### src/rtl/exec_sequencer.sv
// exec_sequencer: multi-cycle fetch/execute sequencer for the 9-bit-instruction
// processor. Owns the program counter and instruction register, runs the
// req/done handshake, gates decoder write enables to a single commit cycle,
// stalls loads for MEM_LAT cycles and resolves jumps through the jump LUT.
module exec_sequencer #(
  parameter int          PC_W    = 10,
  parameter int          MEM_LAT = 1,
  parameter logic [3:0]  HALT_OP = 4'b1111
) (
  input  logic            clk,
  input  logic            reset,
  input  logic            req,
  input  logic [8:0]      mach_code,
  input  logic            flag_in,
  input  logic [PC_W-1:0] jmp_target,
  output logic [PC_W-1:0] prog_ctr,
  output logic [8:0]      ir,
  output logic [2:0]      jptr,
  output logic            rf_we_gate,
  output logic            dm_we_gate,
  output logic            dm_re,
  output logic            busy,
  output logic            done,
  output logic [15:0]     instr_cnt
);

  localparam logic [3:0] OP_LD = 4'b1001;
  localparam logic [3:0] OP_ST = 4'b1010;
  localparam logic [3:0] OP_J  = 4'b1011;
  localparam logic [2:0] LAT   = 3'(MEM_LAT);

  typedef enum logic [2:0] {
    S_IDLE,
    S_FETCH,
    S_EXEC,
    S_MEM,
    S_DONE
  } state_t;

  state_t          state;
  logic [2:0]      mem_cnt;
  logic [3:0]      op;
  logic [3:0]      fetch_op;
  logic            jump_taken;
  logic [PC_W-1:0] pc_inc;
  logic [15:0]     cnt_inc;

  // Decode helpers: op of the held instruction, op of the one being fetched.
  assign op         = ir[3:0];
  assign fetch_op   = mach_code[3:0];
  assign jptr       = ir[6:4];
  assign jump_taken = (op == OP_J) && (!ir[8] || flag_in);
  assign pc_inc     = prog_ctr + PC_W'(1);
  assign cnt_inc    = (instr_cnt == 16'hFFFF) ? instr_cnt : instr_cnt + 16'd1;

  // Sequencer FSM with registered outputs; gates for the EXEC cycle are
  // decoded from mach_code while leaving FETCH so they line up with ir.
  always_ff @(posedge clk) begin
    // NOTE: all state here is sequential, so every assignment is non-blocking;
    // mixing in blocking assignments would create ordering-dependent races.
    if (reset) begin
      state      <= S_IDLE;
      prog_ctr   <= '0;
      ir         <= '0;
      mem_cnt    <= '0;
      instr_cnt  <= '0;
      rf_we_gate <= 1'b0;
      dm_we_gate <= 1'b0;
      dm_re      <= 1'b0;
      busy       <= 1'b0;
      done       <= 1'b0;
    end else begin
      case (state)
        S_IDLE: begin
          if (req) begin
            state     <= S_FETCH;
            prog_ctr  <= '0;
            instr_cnt <= '0;
            busy      <= 1'b1;
          end
        end

        S_FETCH: begin
          ir    <= mach_code;
          state <= S_EXEC;
          if (fetch_op == HALT_OP) begin
            rf_we_gate <= 1'b0;
            dm_we_gate <= 1'b0;
            dm_re      <= 1'b0;
          end else begin
            rf_we_gate <= !(fetch_op == OP_LD || fetch_op == OP_ST || fetch_op == OP_J);
            dm_we_gate <= (fetch_op == OP_ST);
            dm_re      <= (fetch_op == OP_LD);
          end
        end

        S_EXEC: begin
          rf_we_gate <= 1'b0;
          dm_we_gate <= 1'b0;
          dm_re      <= 1'b0;
          if (op == HALT_OP) begin
            state <= S_DONE;
            busy  <= 1'b0;
            done  <= 1'b1;
          end else if (op == OP_LD) begin
            // Read strobe stays up through MEM; the write commits on the last cycle.
            state      <= S_MEM;
            dm_re      <= 1'b1;
            mem_cnt    <= LAT;
            rf_we_gate <= (LAT == 3'd1);
          end else begin
            prog_ctr  <= jump_taken ? jmp_target : pc_inc;
            instr_cnt <= cnt_inc;
            state     <= S_FETCH;
          end
        end

        S_MEM: begin
          if (mem_cnt == 3'd1) begin
            rf_we_gate <= 1'b0;
            dm_re      <= 1'b0;
            mem_cnt    <= '0;
            prog_ctr   <= pc_inc;
            instr_cnt  <= cnt_inc;
            state      <= S_FETCH;
          end else begin
            mem_cnt    <= mem_cnt - 3'd1;
            rf_we_gate <= (mem_cnt == 3'd2);
          end
        end

        S_DONE: begin
          if (!req) begin
            state <= S_IDLE;
            done  <= 1'b0;
          end
        end

        default: state <= S_IDLE;
      endcase
    end
  end

endmodule

### config.mk
export PLATFORM = sky130hd
export DESIGN_NAME = exec_sequencer
export DESIGN_NICKNAME = d
export VERILOG_FILES = /design/src/rtl/exec_sequencer.sv
export SDC_FILE = /design/constraint.sdc
export NUM_CORES = 1
export LEC_CHECK = 0
export CAP_MARGIN = 20
export CORE_MARGIN = 8
export CORE_UTILIZATION = 30
export DETAILED_ROUTE_END_ITERATION = 10
export GPL_TIMING_DRIVEN = 0
export PLACE_DENSITY_LB_ADDON = 0.05
export SLEW_MARGIN = 20
export SYNTH_ARGS = -nofsm -noshare
export SYNTH_HDL_FRONTEND = slang
export SYNTH_SLANG_ARGS = --single-unit
export TNS_END_PERCENT = 100
### constraint.sdc
create_clock -name clk -period 2.1 [get_ports clk]
set_input_delay 0.42 -clock clk [delete_from_list [all_inputs] [get_ports clk]]
set_output_delay 0.42 -clock clk [all_outputs]
set_load 0.02 [all_outputs]
* Yosys cells after proc, flatten, opt, wreduce, memory -nomap -nowiden
Cells that the tools add are included.
** Storage, ports and cells
- Register bits after elaboration :: 46
- Word-level logic and storage cells :: 91
** Operators by class
- Eq/ne operators :: 21
- Reduce and logical (&&, ||, !) cells :: 19
- Add/subtract/negate cells :: 3
- Mux-type cells :: 38
** Operators with widths (number)
- two-way mux 16 bit :: 5
- two-way mux 10 bit :: 5
- one-hot mux 16 bit (3 select lines) :: 1
- one-hot mux 10 bit (3 select lines) :: 1
- equality test 4 bit (second input constant) :: 7
- two-way mux 3 bit :: 7
- adder 16 x 1 -> 16 bit (second input constant) :: 1
- equality test 16 bit (second input constant) :: 1
- one-hot mux 3 bit (5 select lines) :: 1
- inequality test 2 bit (second input constant) :: 7
- AND reduction 3 bit :: 4
- two-way mux 1 bit :: 11
- adder 10 x 1 -> 10 bit (second input constant) :: 1
- equality test 3 x 2 -> 1 bit (second input constant) :: 3
- nonzero test 2 bit :: 4
- equality test 3 x 1 -> 1 bit (second input constant) :: 2
- one-hot mux 1 bit (2 select lines) :: 3
- one-hot mux 1 bit (3 select lines) :: 2
- one-hot mux 3 bit (2 select lines) :: 1
- nonzero test 3 bit :: 2
- AND reduction 5 bit :: 1
- equality test 3 bit (second input constant) :: 1
- logical NOT 3 bit :: 1
- logical OR 1 bit :: 3
- other kinds (5) :: 6

* Depth between registers and ports, before layout
- Word-level depth :: 7
- Mapped depth :: 8
- Gate-level depth less buffers :: 7

* Least setup slack after synthesis
No wires, ideal clock.
- Kind :: register to register
- Start point :: register instr_cnt[0]
- End point :: register instr_cnt[1]
- Path slack :: 0.141 ns
- Data arrival time :: 1.833 ns
- Stages on the path, launching flop included :: 8
- Required time :: 1.974 ns
- Path through :: dfxtp_1 > ha_1 > nand3_1 > or4_1 > buf_2 > o211ai_4 > mux2i_1 > nor2_1
** Between the ends
- Word-level cells in the longest chain between the ends :: 5
- Elaborated cells on any way between the ends :: 7
** RTL lines
- from (decl) :: line 24 : output logic [15:0] instr_cnt
- from (signal assigned) :: line 113 : instr_cnt <= cnt_inc;
- from (signal assigned) :: line 124 : instr_cnt <= cnt_inc;
- adder 16 x 1 -> 16 bit / equality test 16 bit (equally long branches) :: line 54 : assign cnt_inc = (instr_cnt == 16'hFFFF) ? instr_cnt : instr_cnt + 16'd1;
- two-way mux 16 bit (*) :: line 54
- two-way mux 16 bit :: line 105 : end else if (op == OP_LD) begin
- two-way mux 16 bit :: line 101 : if (op == HALT_OP) begin
- one-hot mux 16 bit (3 select lines) (*) :: line 73 : case (state)
Mark *: on every way between the ends. The rest lies on a longest branch, timed or not. The select of a mux whose other input is x is not followed.
A chain may end at the register's enable or synchronous reset.

* Worst setup path in the final report
- Start point :: register instr_cnt[11]
- End point :: register instr_cnt[1]
** Between the ends
- Word-level cells in the longest chain between the ends :: 5
- Elaborated cells on any way between the ends :: 6
** RTL lines (line)
- equality test 16 bit (*) :: 54
- two-way mux 16 bit (*) :: 54
- two-way mux 16 bit :: 105
- two-way mux 16 bit :: 101
- one-hot mux 16 bit (3 select lines) (*) :: 73
Marks and branches as above.

==> flow_summary_export.csv <==
group,metric,value,unit
status,status,"complete, no violations",
floorplan,num_rows,34,
grt,antenna_found_initial,0,
timing,post-route-period-util,0.9525,
final_layout,antennaDiodeCount,0,
timing,worst_pin_slew,0.6981,ns
clock_tree,clockBufferDepth,2,
final_layout,area_delta_synth_final,37.12,%
synthesis,netlist_area,2575,sq um
power_and_ir_drop,clkPwrFrac,0.344,
clock_tree,cts_tree,"yes",
drt,first_iter_violations,68,
place,port_buffers,65,
synthesis,yosysSeqAreaShare,0.3576,
drt,dr.pass1.iters,4,
synthesis,async_flop_share,0,
grt,grt_pass1_wl,12.65,mm
synthesis,ys.flop_type,"dfxtp_1",
grt,first_global_vias,2520,
timing,finalSetupViolCount,0,
clock_tree,clock-sinks,46,
timing,finalMaxSlewViolations,0,
final_layout,nNetsFinal,420,
timing,setup_ws,0.09981,ns
place,dp_hpwl,5.833,mm
final_layout,drive_gt1_frac,0.1221,
power_and_ir_drop,pwr-share-comb,0.180,
worst_setup_path,cp.arrival,2.17,ns
timing,fin_skew,0.01172,ns
power_and_ir_drop,pwr-share-seq,0.476,
timing,layout_min_cycle_time,2.000,ns
synthesis,synth_area_leaders,"dfxtp_1, a21oi_1, nand2_1, nor2_1, nand4_1",
timing,rsz0062_at_grt,"yes",
power_and_ir_drop,power_density,549.4,nW/um^2
floorplan,die_w,108.6,microns
run,maxCapViolCount,0,
min_path,hold_class,"flip-flop to flip-flop",
drt,num_vias,2520,
power_and_ir_drop,netSwitchingFraction,0.2742,
worst_setup_path,r2r.worst_path.cells,6,
final_layout,layout_commonest_cell,"clkdlybuf4s50_1",
synthesis,avgSynthCellArea,8.123,sq um
clock_tree,cts_inserted_buffers,5,
synthesis,synth_enable_flop_cells,0,
synthesis,synth.top_cell.area_share,0.3576,
clock_tree,clk_pin_slew_worst_paths,0.10,ns
floorplan,start_util,0.3026,
synthesis,syn_nets,345,
floorplan,core_area,8508,sq um
grt,track_usage,0.1330,
final_layout,fin_area,3531,sq um
worst_setup_path,worstPathCellList,"nand4_2, or4_1, buf_2, o211ai_4, mux2i_1, nor2_1",
final_layout,mostFrequentLayoutCells,"clkdlybuf4s50_1, dfxtp_1, nand2_1",
power_and_ir_drop,peakVddDrop,0.2671,mV
drt,postRouteAntennaNets,0,
place,place_congestion,0.7619,
drt,wl_per_cell,15.71,microns
min_path,hold_depth,2,
grt,grt_max_degree,15,
worst_setup_path,cp-end-kind,"flip-flop",
clock_tree,h-tree-depth,2,
timing,clock.fmax,500.0,MHz
synthesis,synth_top_cell_by_area,"dfxtp_1",
power_and_ir_drop,internal_power,1408,uW
drt,wirelength,7.873,mm
power_and_ir_drop,switchingPower,531.9,uW
floorplan,die_h,108.6,microns
drt,viasPerCell,5.030,
power_and_ir_drop,p_leak,0.001186,uW
worst_setup_path,cpMaxStageDelayCell,"or4_1",
worst_setup_path,critPathMaxFanout,10,
worst_setup_path,required,2.27,ns
synthesis,ys_seq_elements,46,
grt,gr-total-overflow,0,
timing,finalHoldViolCount,0,
worst_setup_path,crit_path_start_kind,"flip-flop",
timing,whs,0.4614,ns
place,pre_cts_ws,-0.6804,ns
synthesis,yosys_warnings,0,
clock_tree,insertion_delay,0.30,ns
synthesis,yosysUniqueCellTypes,57,
power_and_ir_drop,total_power,1940,uW
floorplan,die_area,11800,sq um
worst_setup_path,path_class,"flip-flop to flip-flop",
clock_tree,root_buffer,"clkbuf_8",
place,post_dp_cell_area,3366,sq um
synthesis,synth_cells,317,
floorplan,ios,66,
drt,drc_errors,0,
worst_setup_path,max_stage_delay,0.52,ns
timing,slew_headroom,0.5321,
-- power groups by stage --
| stage | Sequential [uW] | Combinational, uW | Clock, uW |
|---|---|---|---|
| 2_1_floorplan | 965 | 164 | 0 |
| 3_3_place_gp | 944 | 339 | 0 |
| 3_5_place_dp | 944 | 340 | 0 |
| 4_1_cts | 924 | 344 | 699 |
| 5_1_grt | 928 | 383 | 732 |
| 6_report | 923 | 349 | 667 |
-- timing repair --
item,4_1_cts,5_1_grt
buffers inserted,0,3
resized for setup,4,9
pin swaps,0,2
setup endpoints to repair,12,14
hold buffers,0,0
-- Yosys cell counts (2+ instances only) --
cell type	n
dfxtp_1	46
nand2_1	40
a21oi_1	35
nor2_1	27
inv_1	12
nand4_1	11
o21ai_0	10
nand3_1	9
nor3_1	9
nand2b_1	7
or4_1	7
a211oi_1	6
buf_2	5
clkbuf_1	5
ha_1	5
mux2i_1	5
and4_1	4
buf_4	4
nand3b_1	4
nor2b_1	4
o211ai_1	4
o31ai_1	4
xor2_1	4
and2_1	3
clkbuf_8	3
o32ai_1	3
or3_1	3
xnor2_1	3
a311oi_1	2
and4_2	2
nand4b_1	2
nor4_1	2
o41ai_1	2
or3_2	2
-- critical path: cells and delay by family (launching register included) --
family | cells | cell delay, ns
simple gates | 3 | 0.74
flops | 1 | 0.43
compound gates | 1 | 0.29
mux | 1 | 0.23
buf+inv | 1 | 0.17
-- cell families after synthesis --
logic type | count (synthesis) | synth area share
simple gates | 146 | 0.3066
compound gates | 76 | 0.1929
flops | 46 | 0.3576
buf+inv | 30 | 0.06705
xor+xnor | 7 | 0.02381
mux | 6 | 0.02381
fa+ha+maj | 6 | 0.02818
-- routing by layer --
metal / up-vias / wire length [microns] / track usage
li1: 1305 / - / -
met1: 1169 / 3648 / 0.1657
met2: 44 / 3773 / 0.2245
met3: 2 / 418 / 0.03546
met4: 0 / 33 / 0.02933
met5: - / 0 / 0
-- per-stage QoR --
stage,setup TNS (ns),cells,util
global placement,-9.674,490,0.3950
CTS,0,498,0.4091
global route,-0.06245,501,0.4150
floorplan,0,317,-
detailed placement,-9.553,490,0.3956
finish,0,501,0.4150
-- registers in the layout, indices dropped and copies added (netlist names) --
name        count
done            1
instr_cnt      16
ir              9
rf_we_gate      1
dm_we_gate      1
busy            1
state           3
prog_ctr       10
mem_cnt         3
dm_re           1
-- final cells by class --
class                           count  area, sq um
Sequential cell                    46        924.6
Timing Repair Buffer               68        676.9
Fill cell                         887         4977
Clock buffer                        5        68.82
Tap cell                          108        135.1
Buffer                             18        131.4
Inverter                           12        45.04
Clock inverter                      3        40.04
Multi-Input combinational cell    241         1509
-- worst paths after layout --
path / startpoint / endpoint / slack, ns
max: instr_cnt[11]$_SDFFE_PP0P_ / instr_cnt[1]$_SDFFE_PP0P_ / 0.1
min: ir[7]$_SDFFE_PP0P_ / ir[7]$_SDFFE_PP0P_ / 0.46
max reg2reg: instr_cnt[11]$_SDFFE_PP0P_ / instr_cnt[1]$_SDFFE_PP0P_ / 0.1
min reg2reg: ir[7]$_SDFFE_PP0P_ / ir[7]$_SDFFE_PP0P_ / 0.46
No activity file was read; power rests on OpenSTA's default activity.
